**src/rtl/console_fanout_pkg.sv**
```systemverilog
// Shared console constants and the UART-path state type for the console fan-out block.
package libstd;

  localparam logic [7:0] CHAR_LF = 8'h0A;
  localparam logic [7:0] CHAR_CR = 8'h0D;

  typedef enum logic [1:0] {
    U_IDLE,
    U_CR,
    U_BYTE,
    U_DONE
  } console_uart_state_t;

endpackage

```
**src/rtl/console_fifo.sv**
```systemverilog
// DEPTH x 8 synchronous FIFO with a combinational head; pointers wrap naturally (DEPTH is a power of two).
module console_fifo #(
  parameter int DEPTH = 16
) (
  input  logic                     clk,
  input  logic                     rstin,
  input  logic                     push,
  input  logic                     pop,
  input  logic [7:0]               wdata,
  output logic [7:0]               head,
  output logic [$clog2(DEPTH):0]   count,
  output logic                     full,
  output logic                     empty
);

  localparam int AW = $clog2(DEPTH);
  localparam int CW = AW + 1;

  logic [7:0]    mem [DEPTH];
  logic [AW-1:0] wptr;
  logic [AW-1:0] rptr;
  logic          do_push;
  logic          do_pop;

  assign full    = (count == CW'(DEPTH));
  assign empty   = (count == '0);
  assign do_push = push && !full;
  assign do_pop  = pop && !empty;
  assign head    = mem[rptr];

  always_ff @(posedge clk) begin
    if (do_push) mem[wptr] <= wdata;
  end

  always_ff @(posedge clk or negedge rstin) begin
    if (!rstin) begin
      wptr  <= '0;
      rptr  <= '0;
      count <= '0;
    end else begin
      if (do_push) wptr <= wptr + AW'(1);
      if (do_pop)  rptr <= rptr + AW'(1);
      if (do_push && !do_pop)      count <= count + CW'(1);
      else if (!do_push && do_pop) count <= count - CW'(1);
    end
  end

endmodule

```
**src/rtl/console_fanout.sv**
```systemverilog
// Buffers console bytes and copies each one to the LCD and RS-232 sinks, with optional LF->CRLF
// expansion on the RS-232 path and a per-sink stall timeout so a dead sink cannot wedge the core.
module console_fanout
  import libstd::*;
#(
  parameter int DEPTH         = 16,
  parameter int LF_TO_CRLF    = 1,
  parameter int STALL_TIMEOUT = 4096
) (
  input  logic                   clk,
  input  logic                   rstin,
  input  logic                   in_val,
  output logic                   in_rdy,
  input  logic [7:0]             in_bits,
  output logic                   lcd_val,
  input  logic                   lcd_rdy,
  output logic [7:0]             lcd_bits,
  output logic                   uart_val,
  input  logic                   uart_rdy,
  output logic [7:0]             uart_bits,
  output logic [$clog2(DEPTH):0] level,
  output logic [15:0]            drop_cnt
);

  localparam int CW = $clog2(DEPTH) + 1;
  localparam int TW = $clog2(STALL_TIMEOUT) + 1;
  localparam bit TO_EN = (STALL_TIMEOUT != 0);
  localparam logic [TW-1:0] TO_LAST = TW'((STALL_TIMEOUT > 0) ? STALL_TIMEOUT - 1 : 0);

  logic [7:0]          head;
  logic [CW-1:0]       count;
  logic [CW-1:0]       count_next;
  logic                full;
  logic                empty;
  logic                push;
  logic                pop;
  logic                in_rdy_q;
  logic                lcd_done;
  console_uart_state_t ustate;
  logic [TW-1:0]       lcd_stall;
  logic [TW-1:0]       uart_stall;
  logic                lcd_acc, lcd_to, lcd_fin;
  logic                uart_acc, uart_to, uart_fin;
  logic [16:0]         drop_sum;

  console_fifo #(.DEPTH(DEPTH)) u_fifo (
    .clk   (clk),
    .rstin (rstin),
    .push  (push),
    .pop   (pop),
    .wdata (in_bits),
    .head  (head),
    .count (count),
    .full  (full),
    .empty (empty)
  );

  assign in_rdy    = in_rdy_q;
  assign push      = in_val && in_rdy_q && !full;
  assign level     = count;

  assign lcd_val   = !empty && !lcd_done;
  assign lcd_bits  = head;
  assign uart_val  = (ustate == U_CR) || (ustate == U_BYTE);
  assign uart_bits = (ustate == U_CR) ? CHAR_CR : head;

  assign lcd_acc  = lcd_val && lcd_rdy;
  assign lcd_to   = TO_EN && lcd_val && !lcd_rdy && (lcd_stall == TO_LAST);
  assign lcd_fin  = lcd_done || lcd_acc || lcd_to;
  assign uart_acc = uart_val && uart_rdy;
  assign uart_to  = TO_EN && uart_val && !uart_rdy && (uart_stall == TO_LAST);
  assign uart_fin = (ustate == U_DONE) || ((ustate == U_BYTE) && uart_acc) || uart_to;

  // The head leaves only once both sinks have taken (or given up on) their copy.
  assign pop      = !empty && lcd_fin && uart_fin;
  assign drop_sum = {1'b0, drop_cnt} + 17'(lcd_to) + 17'(uart_to);

  always_comb begin
    count_next = count;
    if (push && !pop)      count_next = count + CW'(1);
    else if (!push && pop) count_next = count - CW'(1);
  end

  always_ff @(posedge clk or negedge rstin) begin
    if (!rstin) begin
      in_rdy_q   <= 1'b0;
      lcd_done   <= 1'b0;
      lcd_stall  <= '0;
      uart_stall <= '0;
      drop_cnt   <= '0;
    end else begin
      in_rdy_q <= (count_next != CW'(DEPTH));

      if (pop)                    lcd_done <= 1'b0;
      else if (lcd_acc || lcd_to) lcd_done <= 1'b1;

      if (!lcd_val || lcd_acc || pop) lcd_stall <= '0;
      else                            lcd_stall <= lcd_stall + TW'(1);

      if (!uart_val || uart_acc || pop) uart_stall <= '0;
      else                              uart_stall <= uart_stall + TW'(1);

      drop_cnt <= drop_sum[16] ? 16'hFFFF : drop_sum[15:0];
    end
  end

  // A timeout while the CR is pending abandons the whole head, LF included.
  always_ff @(posedge clk or negedge rstin) begin
    if (!rstin) begin
      ustate <= U_IDLE;
    end else begin
      case (ustate)
        U_IDLE: if (!empty) ustate <= ((LF_TO_CRLF != 0) && (head == CHAR_LF)) ? U_CR : U_BYTE;
        U_CR: begin
          if (uart_to)       ustate <= pop ? U_IDLE : U_DONE;
          else if (uart_acc) ustate <= U_BYTE;
        end
        U_BYTE: if (uart_acc || uart_to) ustate <= pop ? U_IDLE : U_DONE;
        U_DONE: if (pop) ustate <= U_IDLE;
        default: ustate <= U_IDLE;
      endcase
    end
  end

endmodule

```
**config.mk**
```make
export PLATFORM = sky130hd
export DESIGN_NAME = console_fanout
export DESIGN_NICKNAME = d
export VERILOG_FILES = /design/src/rtl/console_fanout_pkg.sv /design/src/rtl/console_fifo.sv /design/src/rtl/console_fanout.sv
export SDC_FILE = /design/constraint.sdc
export NUM_CORES = 1
export LEC_CHECK = 0
export ABC_AREA = 1
export CAP_MARGIN = 20
export CORE_AREA = 2 2 144 146
export CTS_BUF_LIST = sky130_fd_sc_hd__clkbuf_4 sky130_fd_sc_hd__clkbuf_8 sky130_fd_sc_hd__clkbuf_16
export CTS_CLUSTER_DIAMETER = 80
export DETAILED_ROUTE_END_ITERATION = 10
export DIE_AREA = 0 0 146 148
export PLACE_DENSITY = 0.62
export REMOVE_ABC_BUFFERS = 1
export SLEW_MARGIN = 15
export SYNTH_ARGS = -nofsm -noshare
export SYNTH_HDL_FRONTEND = slang
export SYNTH_HIERARCHICAL = 1
export SYNTH_SLANG_ARGS = --single-unit
```
**constraint.sdc**
```tcl
create_clock -name clk -period 2.95 [get_ports clk]
set_clock_uncertainty 0.05 [all_clocks]
set_input_delay 0.295 -clock clk [delete_from_list [all_inputs] [get_ports clk]]
set_output_delay 0.295 -clock clk [all_outputs]
set_load 0.01 [all_outputs]
```
### Yosys cells after proc, flatten, opt, wreduce, memory -nomap -nowiden

Memories as Yosys holds them, arrays and structs flattened.
Index checks and enable logic that the tools add are counted.

* register bits: 59
* bits in latches: 0
* bits in writable memories: 128
* ROM bits: 0
* input port bits: 13
* memories: 1

* add/sub/neg operators: 8
* multipliers: 0
* divide/modulo/power cells: 0
* $lt $le $gt $ge: 0
* equality and inequality tests: 12
* shift operators: 0
* muxes and demuxes: 20
* bitwise operators: 0
* reductions and logical operators: 45

Memory list
* u_fifo.mem: depth 16, bits a word 8, read ports 1, clocked after Yosys merged registers in 0, write ports 1, RTL line console_fifo.sv:19 `logic [7:0] mem [DEPTH];`

Operator list (number)
* $add 13x1->13 const B: 2
* $eq 13x12->1 const B: 2
* $mux 13: 2
* $mux 5: 4
* $logic_and 1x1->1: 18
* $add 16x1->17: 1
* $add 17x1->17: 1
* $mux 16: 1
* $mux 2: 7
* $logic_not 1->1: 11
* $logic_or 1x1->1: 11
* $add 4x1->4 const B: 2
* $eq 8x4->1 const B: 1
* $mux 8: 1
* $pmux 2 s4: 1
* $add 5x1->5 const B: 1
* $eq 5x5->1 const B: 1
* $logic_not 5->1: 1
* $ne 5x5->1 const B: 1
* $sub 5x1->5 const B: 1
* $eq 2x2->1 const B: 2
* $mux 1: 4
* $ne 2x2->1 const B: 2
* $reduce_and 4->1: 1
* other kinds (5): 6

### Longest topological paths before layout

Gate-level depths: netlist of run 1.

* depth after elaboration: 12
* depth in mapped cells: 20
* depth with buffers taken out: 20

### By module

Netlist of run 1, hierarchy kept.

By module, submodules not included
* console_fifo: times used 1, cells an instance 620, area an instance 6223.5 um^2
* console_fanout: times used 1, cells an instance 338, area an instance 2711.4 um^2

### Worst setup path after synthesis of run 1

Ideal clock, no wire load.

* kind: register to register
* start: register u_fifo.count[0]
* end: register drop_cnt[10]
* setup time: 0.083 ns
* arrival time: 2.899 ns
* data required time: 2.817 ns
* slack: -0.082 ns
* stages on the path, launching flop included: 18
* cell sequence: dfrtp_1 nor2_1 nand4_1 inv_1 nor3_1 nand3_2 fa_1 inv_1 ha_1 nand2_1 nor2_1 inv_2 nor4_4 nand3_1 nor2_2 nand3_1 buf_2 o21ai_0

* cells in the longest elaborated chain, start to end: 8

RTL lines
* start: declaration: RTL line console_fifo.sv:11 `output logic [$clog2(DEPTH):0] count,`
* start signal: assignment: RTL line console_fifo.sv:43 `if (do_push && !do_pop) count <= count + CW'(1);`
* start signal: assignment: RTL line console_fifo.sv:44 `else if (!do_push && do_pop) count <= count - CW'(1);`
* $logic_not 5->1: RTL line console_fifo.sv:26 `assign empty = (count == '0);`
* named net empty: RTL line console_fanout.sv:34 `logic empty;`
* $logic_not 1->1: RTL line console_fanout.sv:62 `assign lcd_val = !empty && !lcd_done;`
* $logic_and 1x1->1: RTL line console_fanout.sv:62
* $logic_and 1x1->1 (2 in a row): RTL line console_fanout.sv:68 `assign lcd_to = TO_EN && lcd_val && !lcd_rdy && (lcd_stall == TO_LAST);`
* $add 16x1->17: RTL line console_fanout.sv:76 `assign drop_sum = {1'b0, drop_cnt} + 17'(lcd_to) + 17'(uart_to);`
* $add 17x1->17: RTL line console_fanout.sv:76
* $mux 16: RTL line console_fanout.sv:103 `drop_cnt <= drop_sum[16] ? 16'hFFFF : drop_sum[15:0];`
* end signal: assignment: RTL line console_fanout.sv:103
* end: declaration: RTL line console_fanout.sv:22 `output logic [15:0] drop_cnt`

The timed path passes the listed nets, and every way through them passes these cells.
A chain may end at the register's enable or synchronous reset.

### Final worst setup path of run 1

* start: register uart_stall[1]
* end: register drop_cnt[7]

* cells in the longest elaborated chain, start to end: 4

RTL lines
* start: declaration: RTL line console_fanout.sv:41 `logic [TW-1:0] uart_stall;`
* start signal: assignment: RTL line console_fanout.sv:101 `else uart_stall <= uart_stall + TW'(1);`
* $eq 13x12->1: RTL line console_fanout.sv:71 `assign uart_to = TO_EN && uart_val && !uart_rdy && (uart_stall == TO_LAST);`
* $logic_and 1x1->1: RTL line console_fanout.sv:71
* $add 17x1->17: RTL line console_fanout.sv:76
* $mux 16: RTL line console_fanout.sv:103

No other way between the ends.

==> results by group, run 1 <==
Run status
  – Status: finished, violations left
  – Failing checks: setup timing

Detailed routing
  – Vias: 6680
  – Vias per Instance: between 4 and 5
  – WL final: 20.5 mm
  – DR WL/cell: approximately 15 um
  – Number of routed nets with antenna violations: 0
  – TritonRoute pass-1 iters: 4
  – DRC Markers: 0
  – Initial drt markers: 343

Global routing
  – Aggregate global routing overflow: 0
  – Vias in the first global route: 6142
  – Pin count of the biggest net entering global routing: 47
  – Total global-route track usage: 18.9%
  – Initial antenna violation count: 0
  – First-pass GRT wire length: between 30 and 40 mm

Worst hold path
  – Worst min path class: in -> async

Cells and area
  – Post-Layout Cell Count: 1372
  – # diodes: 0
  – # fillers: 1821
  – Fin util: 55.5%
  – # nets final: 1123
  – Syn-to-layout area delta: 24.5%
  – Share of cells above drive strength 1: 16.9%
  – Fin area: 11100 um2

Synth
  – Post-synthesis instance area: 8930 um2
  – Number of synthesized flops with an enable pin: around 130
  – Post-synthesis simple-gate area fraction: 26.2%
  – Share of the yosys chip area belonging to registers: between 50% and 60%
  – Xor/xnor share of the synthesized area: 1.86%
  – Mean post-synth cell area: just over 9 um2
  – Mux cell area share after synthesis: 0%
  – Synth Instances: 958
  – Synth Area in Compound Gates: 2.62%
  – Most common flop cell mapped by yosys: edfxtp_1
  – Synth cell types: 45
  – Async S/R FF share, synth: 31.6%
  – Main combinational cell family by area after synthesis: simple AND/OR/NAND/NOR gates
  – #FFs+latches synth: 187
  – Ys Warns: 6
  – Adder-cell share of the synthesized area: 3.11%

Setup path
  – Critical path endpoint category: flip-flop
  – Peak fanout along the critical path: 12
  – Worst R2R Start: uart_stall[1]$_DFF_PN0_
  – Critical path data arrival time: 3.33 ns
  – Critical Path Start Type: flip-flop
  – Worst Path Required: 3.26 ns
  – CP Class: reg -> reg
  – CP Launch Point: uart_stall[1]$_DFF_PN0_

Timing
  – Finish-stage setup viols: 16
  – Total negative slack: -0.799 ns
  – FMAX: 0.330 GHz
  – Final WS setup: -0.0773 ns
  – Fin. Hold Viols: 0
  – Slew margin rel.: 46.4%
  – Min Tclk post-route: 3.03 ns
  – Worst hold margin: 0.281 ns
  – RSZ-0062 raised after global routing: yes
  – Ratio of final minimum period to clock period: 103%
  – Slew @ Worst Pin: 0.801 ns
  – Max Slew Vio Count: 0

Pwr
  – Leakage: 0.00495 uW
  – Seq pwr share: between 30% and 40%
  – Int Pwr: approximately 6300 uW
  – Clock power share: 23.4%
  – Logic gate share of total power: 44.3%
  – Switching power: roughly 3800 uW
  – Switching Share: 37.6%
  – VDD IR max: 504 uV
  – P per Cell Area: 909 nW/um2

Floorplan
  – Die footprint: 21600 um2
  – Num ports: 53
  – Total core area: 20000 um2
  – Initial Utilization: 44.6%
  – Die outline height: 148 um
  – Std-Cell Rows: 52
  – Die width: 146 um

Clock tree
  – Worst-Skew Late Latency: 0.43 ns
  – Clock buffer count from CTS: 17
  – CTS tree: yes
  – Clock sink count: about 190
  – Clock root buffer: clkbuf_16
  – Clk buf depth: 2
  – H-tree depth: 4
  – Worst-path clk slew: roughly 0.07 ns

Place
  – Post-detail-place hpwl: ~13 mm
  – Placed cells: about 1.3k
  – Placed inst area: 10100 um2
  – I/O Buffers: 52
  – Placer Congestion: ~0.79

Flow run
  – # Max-Cap Violations: 0
sequential cells by signal, summed over array words and instances (netlist names):
name and count:
ustate 2, u_fifo/mem 128, u_fifo/wptr 4, uart_stall 13
u_fifo/count 5, in_rdy 1, lcd_done 1, u_fifo/rptr 4
drop_cnt 16, lcd_stall 13
placed cells by master, fill, tap and decap left out, types with 10 or more instances in the layout:
master,Yosys,layout
buf_4,4,76
clkbuf_16,0,19
clkdlybuf4s50_1,0,48
dfrtp_1,59,57
edfxtp_1,128,128
ha_1,19,16
inv_1,111,107
inv_2,9,10
nand2_1,301,292
nand2_2,8,17
nand3_1,78,74
nor2_1,111,105
nor3_1,14,13
o21ai_0,15,10
xor2_1,13,13
path summary, 6_finish.rpt:
path | slack [ns] | depth (start not counted) | to
worst max-delay path | -0.08 | 18 | drop_cnt[7]$_DFF_PN0_
worst min-delay path | 0.28 | 2 | uart_stall[6]$_DFF_PN0_
worst max register to register | -0.08 | 18 | drop_cnt[7]$_DFF_PN0_
worst min register to register | 0.42 | 1 | lcd_stall[0]$_DFF_PN0_
max in group asynchronous | 1.91 | 3 | drop_cnt[12]$_DFF_PN0_
min in group clk | 0.42 | 1 | lcd_stall[0]$_DFF_PN0_
timing repair:
action                                 in CTS  in global routing
pin swaps                                   2                 14
hold buffers                                1                  0
setup endpoints to repair                  31                 26
cloned                                      0                  2
endpoints found under the hold margin      16                  0
setup buffers                               4                 19
resized for setup                           9                 46
routing by layer:
metal / routed length, um / GRT usage [%]
met1: 9370 / 26.0
met2: 9830 / 30.8
met3: 946 / 3.21
met4: 355 / 6.26
met5: 0 / 0
cells in the mapped netlist, types with 2 or more instances:
| library cell | n | share of area, % |
|---|---|---|
| nand4_1 | 9 | 0.63 |
| nand2_2 | 8 | 0.56 |
| nor4_1 | 2 | 0.14 |
| a21oi_1 | 9 | 0.50 |
| nand3_1 | 78 | 4.4 |
| nor2_4 | 2 | 0.25 |
| o21ai_0 | 15 | 0.84 |
| clkbuf_1 | 5 | 0.21 |
| buf_2 | 15 | 0.84 |
| inv_1 | 111 | 4.7 |
| inv_2 | 9 | 0.38 |
| fa_1 | 2 | 0.45 |
| nor3b_1 | 7 | 0.59 |
| ha_1 | 19 | 2.7 |
| or2_2 | 4 | 0.28 |
| xor2_1 | 13 | 1.3 |
| a31oi_1 | 2 | 0.14 |
| o21ai_1 | 3 | 0.17 |
| nor2_2 | 3 | 0.21 |
| nand2_1 | 301 | 13 |
| edfxtp_1 | 128 | 43 |
| buf_4 | 4 | 0.34 |
| nor2_1 | 111 | 4.7 |
| xnor2_1 | 6 | 0.59 |
| dfrtp_1 | 59 | 17 |
| nor3_1 | 14 | 0.78 |
worst max-delay path, stage by stage, from the launching register on:
cell and delay, ns:
dfrtp_1 0.36, ha_2 0.19, nand2_2 0.08, nor2_4 0.12
nand2_2 0.09, nor2_4 0.15, nand3_4 0.10, fa_2 0.37
inv_2 0.09, ha_4 0.14, nand2_2 0.06, nor2_2 0.12
inv_2 0.06, nor4_4 0.32, nand3_2 0.14, nor2_4 0.16
nand3_2 0.11, buf_6 0.17, o21ai_1 0.08
cells by family after synthesis:
group	count (synthesis)
compound gates	38
xor+xnor	19
fa+ha+maj	21
buf+inv	147
flops	187
simple gates	546
power groups by stage:
stage | logic (uW) | clock network [uW] | registers [uW]
4_1_cts | 4200 | 2400 | 3250
3_5_place_dp | 4130 | 0 | 3300
3_3_place_gp | 4080 | 0 | 3290
2_1_floorplan | 2180 | 0 | 3480
5_1_grt | 4980 | 2510 | 3290
6_report | 4480 | 2360 | 3270
area by class of cell:
class,instances,area (um2),share of cell area (%)
Timing Repair Buffer,138,1260,11.3
Tap cell,270,338,3.04
Sequential cell,187,5320,47.8
Inverter,121,469,4.22
Clock inverter,15,188,1.69
Clock buffer,17,425,3.82
Multi-Input combinational cell,624,3130,28.1
metrics by stage:
step                worst slack [ns]  total power [uW]
global route                  -0.268             10800
finish                       -0.0773             10100
detailed placement            -0.184              7430
global placement              -0.109              7370
CTS                          0.00378              9860
floorplan                     -0.501              5650
(Power assumes the default switching activity.)
==> run 2, diff against run 1 <==
Settings changed: SLEW_MARGIN 15 to 20.
==> results of run 2 <==
No change in the layout: final DEF, timing and power equal those of run 1.
==> run 3, diff against run 2 <==
Settings changed: PLACE_DENSITY 0.62 to 0.63.
==> results by group, run 3 (same netlist as run 1, synthesis figures left out) <==
Run status
  – Status: finished, violations left
  – Failing checks: setup timing

Floorplan
  – Total core area: 20000 um2
  – Die width: 146 um
  – Initial Utilization: approximately 45%
  – Num ports: 53
  – Std-Cell Rows: 52
  – Die outline height: 148 um
  – Die footprint: 21600 um2

Global routing
  – Vias in the first global route: 6181
  – Initial antenna violation count: 0
  – Aggregate global routing overflow: 0
  – Total global-route track usage: between 10% and 20%
  – Pin count of the biggest net entering global routing: 32
  – First-pass GRT wire length: 31.9 mm

Timing
  – Ratio of final minimum period to clock period: 101%
  – Min Tclk post-route: 2.97 ns
  – FMAX: 0.336 GHz
  – Slew margin rel.: slightly above 50%
  – Finish-stage setup viols: 3
  – Fin. Hold Viols: 0
  – RSZ-0062 raised after global routing: yes
  – Final WS setup: -0.0227 ns
  – Total negative slack: -0.0319 ns
  – Slew @ Worst Pin: roughly 0.74 ns
  – Max Slew Vio Count: 0

Detailed routing
  – TritonRoute pass-1 iters: 5
  – Vias per Instance: 4.91
  – DRC Markers: 0
  – Number of routed nets with antenna violations: 0
  – Vias: around 6.7k
  – DR WL/cell: 15.0 um
  – Initial drt markers: 453
  – WL final: 20.3 mm

Place
  – Placer Congestion: 0.826
  – Post-detail-place hpwl: 13.7 mm
  – I/O Buffers: between 50 and 60

Clock tree
  – Clock sink count: 187
  – CTS tree: yes
  – Worst-Skew Late Latency: roughly 0.43 ns
  – Clock root buffer: clkbuf_16
  – Worst-path clk slew: 0.07 ns
  – H-tree depth: 4
  – Clock buffer count from CTS: 17
  – Clk buf depth: 2

Worst hold path
  – Worst min path class: in -> async

Cells and area
  – Regs by FF count: u_fifo/mem x128, drop_cnt x16
  – # nets final: about 1.1k
  – Largest reg by FF count: u_fifo/mem
  – # fillers: 1827
  – Share of cells above drive strength 1: 16.8%
  – Max FFs per register: 128
  – Commonest non-fill, non-tap cells in the layout: 289 x nand2_1, 128 x edfxtp_1, 108 x inv_1
  – # diodes: 0
  – Commonest non-fill, non-tap cell in the layout: nand2_1
  – Syn-to-layout area delta: 23.2%

Pwr
  – P per Cell Area: 888 nW/um2
  – Total power: 9780 uW
  – VDD IR max: 493 uV
  – Leakage: a little under 0.005 uW

Setup path
  – Critical Path Start Type: flip-flop
  – Critical path data arrival time: 3.27 ns
  – Peak fanout along the critical path: 5
  – CP Class: reg -> reg
  – Critical path endpoint category: flip-flop
  – Worst Path Required: ~3.3 ns

Flow run
  – # Max-Cap Violations: 0
## run 3: cell count changes in the layout (fill, tap and decap cells not counted), sizes merged
cell,before,now
buf,84,72
clkinvlp,4,5
clkbuf,19,18
nor2,116,117
dlymetal6s2s,3,4
inv,124,125
clkdlybuf4s50,48,47
bufinv,3,1
clkinv,5,4
## run 3: final cells by class
type	instances	area, um2	share of cell area (%)
flip-flops and latches	187	5320	48.3
well taps	270	338	3.07
repair buffers	124	1110	10.1
multi-input cells	625	3200	29.0
clock buffers	18	433	3.93
clock inverters	14	134	1.22
inverters	121	473	4.29
## run 3: timing repair
item / 4_1_cts / 5_1_grt
setup buffers: 2 / 9
hold buffers: 1 / 0
setup endpoints to repair: 24 / 26
endpoints found under the hold margin: 11 / 0
gates cloned: 1 / 1
resized for setup: 11 / 60
pin swaps: 4 / 18
## run 3: stage by stage
stage / worst slack (ns) / hold WS (ns) / cells / util [%] / instance area (um2)
2_1_floorplan: -0.501 / -0.0506 / 932 / - / 8800
3_3_place_gp: -0.202 / 0.144 / 1313 / 50.4 / 10100
3_5_place_dp: -0.286 / 0.143 / 1313 / 50.4 / 10100
4_1_cts: 0.00131 / 0.217 / 1349 / 53.6 / 10700
5_1_grt: -0.197 / 0.241 / 1359 / 55.0 / 11000
6_report: -0.0227 / 0.224 / 1359 / 55.0 / 11000
## run 3: worst paths after layout
kind,start,endpoint,slack (ns),cells after the start
max in group asynchronous,rstin,lcd_stall[2]$_DFF_PN0_,1.93,3
min reg2reg,lcd_stall[0]$_DFF_PN0_,lcd_stall[0]$_DFF_PN0_,0.41,1
max reg2reg,u_fifo/count[1]$_DFFE_PN0P_,drop_cnt[3]$_DFF_PN0_,-0.02,18
min,rstin,uart_stall[1]$_DFF_PN0_,0.22,2
max,u_fifo/count[1]$_DFFE_PN0P_,drop_cnt[3]$_DFF_PN0_,-0.02,18
min in group clk,lcd_stall[0]$_DFF_PN0_,lcd_stall[0]$_DFF_PN0_,0.41,1
## run 3: critical path, stage by stage (launching register included)
cell and delay (ns):
dfrtp_1 0.36, inv_1 0.06, nand4_1 0.18, inv_2 0.06, nor3_2 0.13, buf_4 0.14
nand3_2 0.09, fa_2 0.39, inv_2 0.10, ha_4 0.15, nand2_4 0.06, nor2_4 0.11
inv_2 0.05, nor4_4 0.29, nand3_2 0.14, nor2_4 0.16, nand3_4 0.12, buf_6 0.17
o21ai_0 0.07
## run 3: per-layer routing
layer	up-vias	routed length [um]	track usage, %
met3	30	969	3.70
met5	-	0	0
met1	3142	9420	26.2
met2	187	9510	30.3
li1	3318	-	-
met4	0	431	6.99
## run 3: report_power, final
part           internal [uW]  leakage, uW  switching (uW)  total, uW
clock network           1190     0.000265            1020       2210
registers               3110      0.00192             149       3260
logic                   1720      0.00271            2590       4310
total                   6020      0.00489            3760       9780
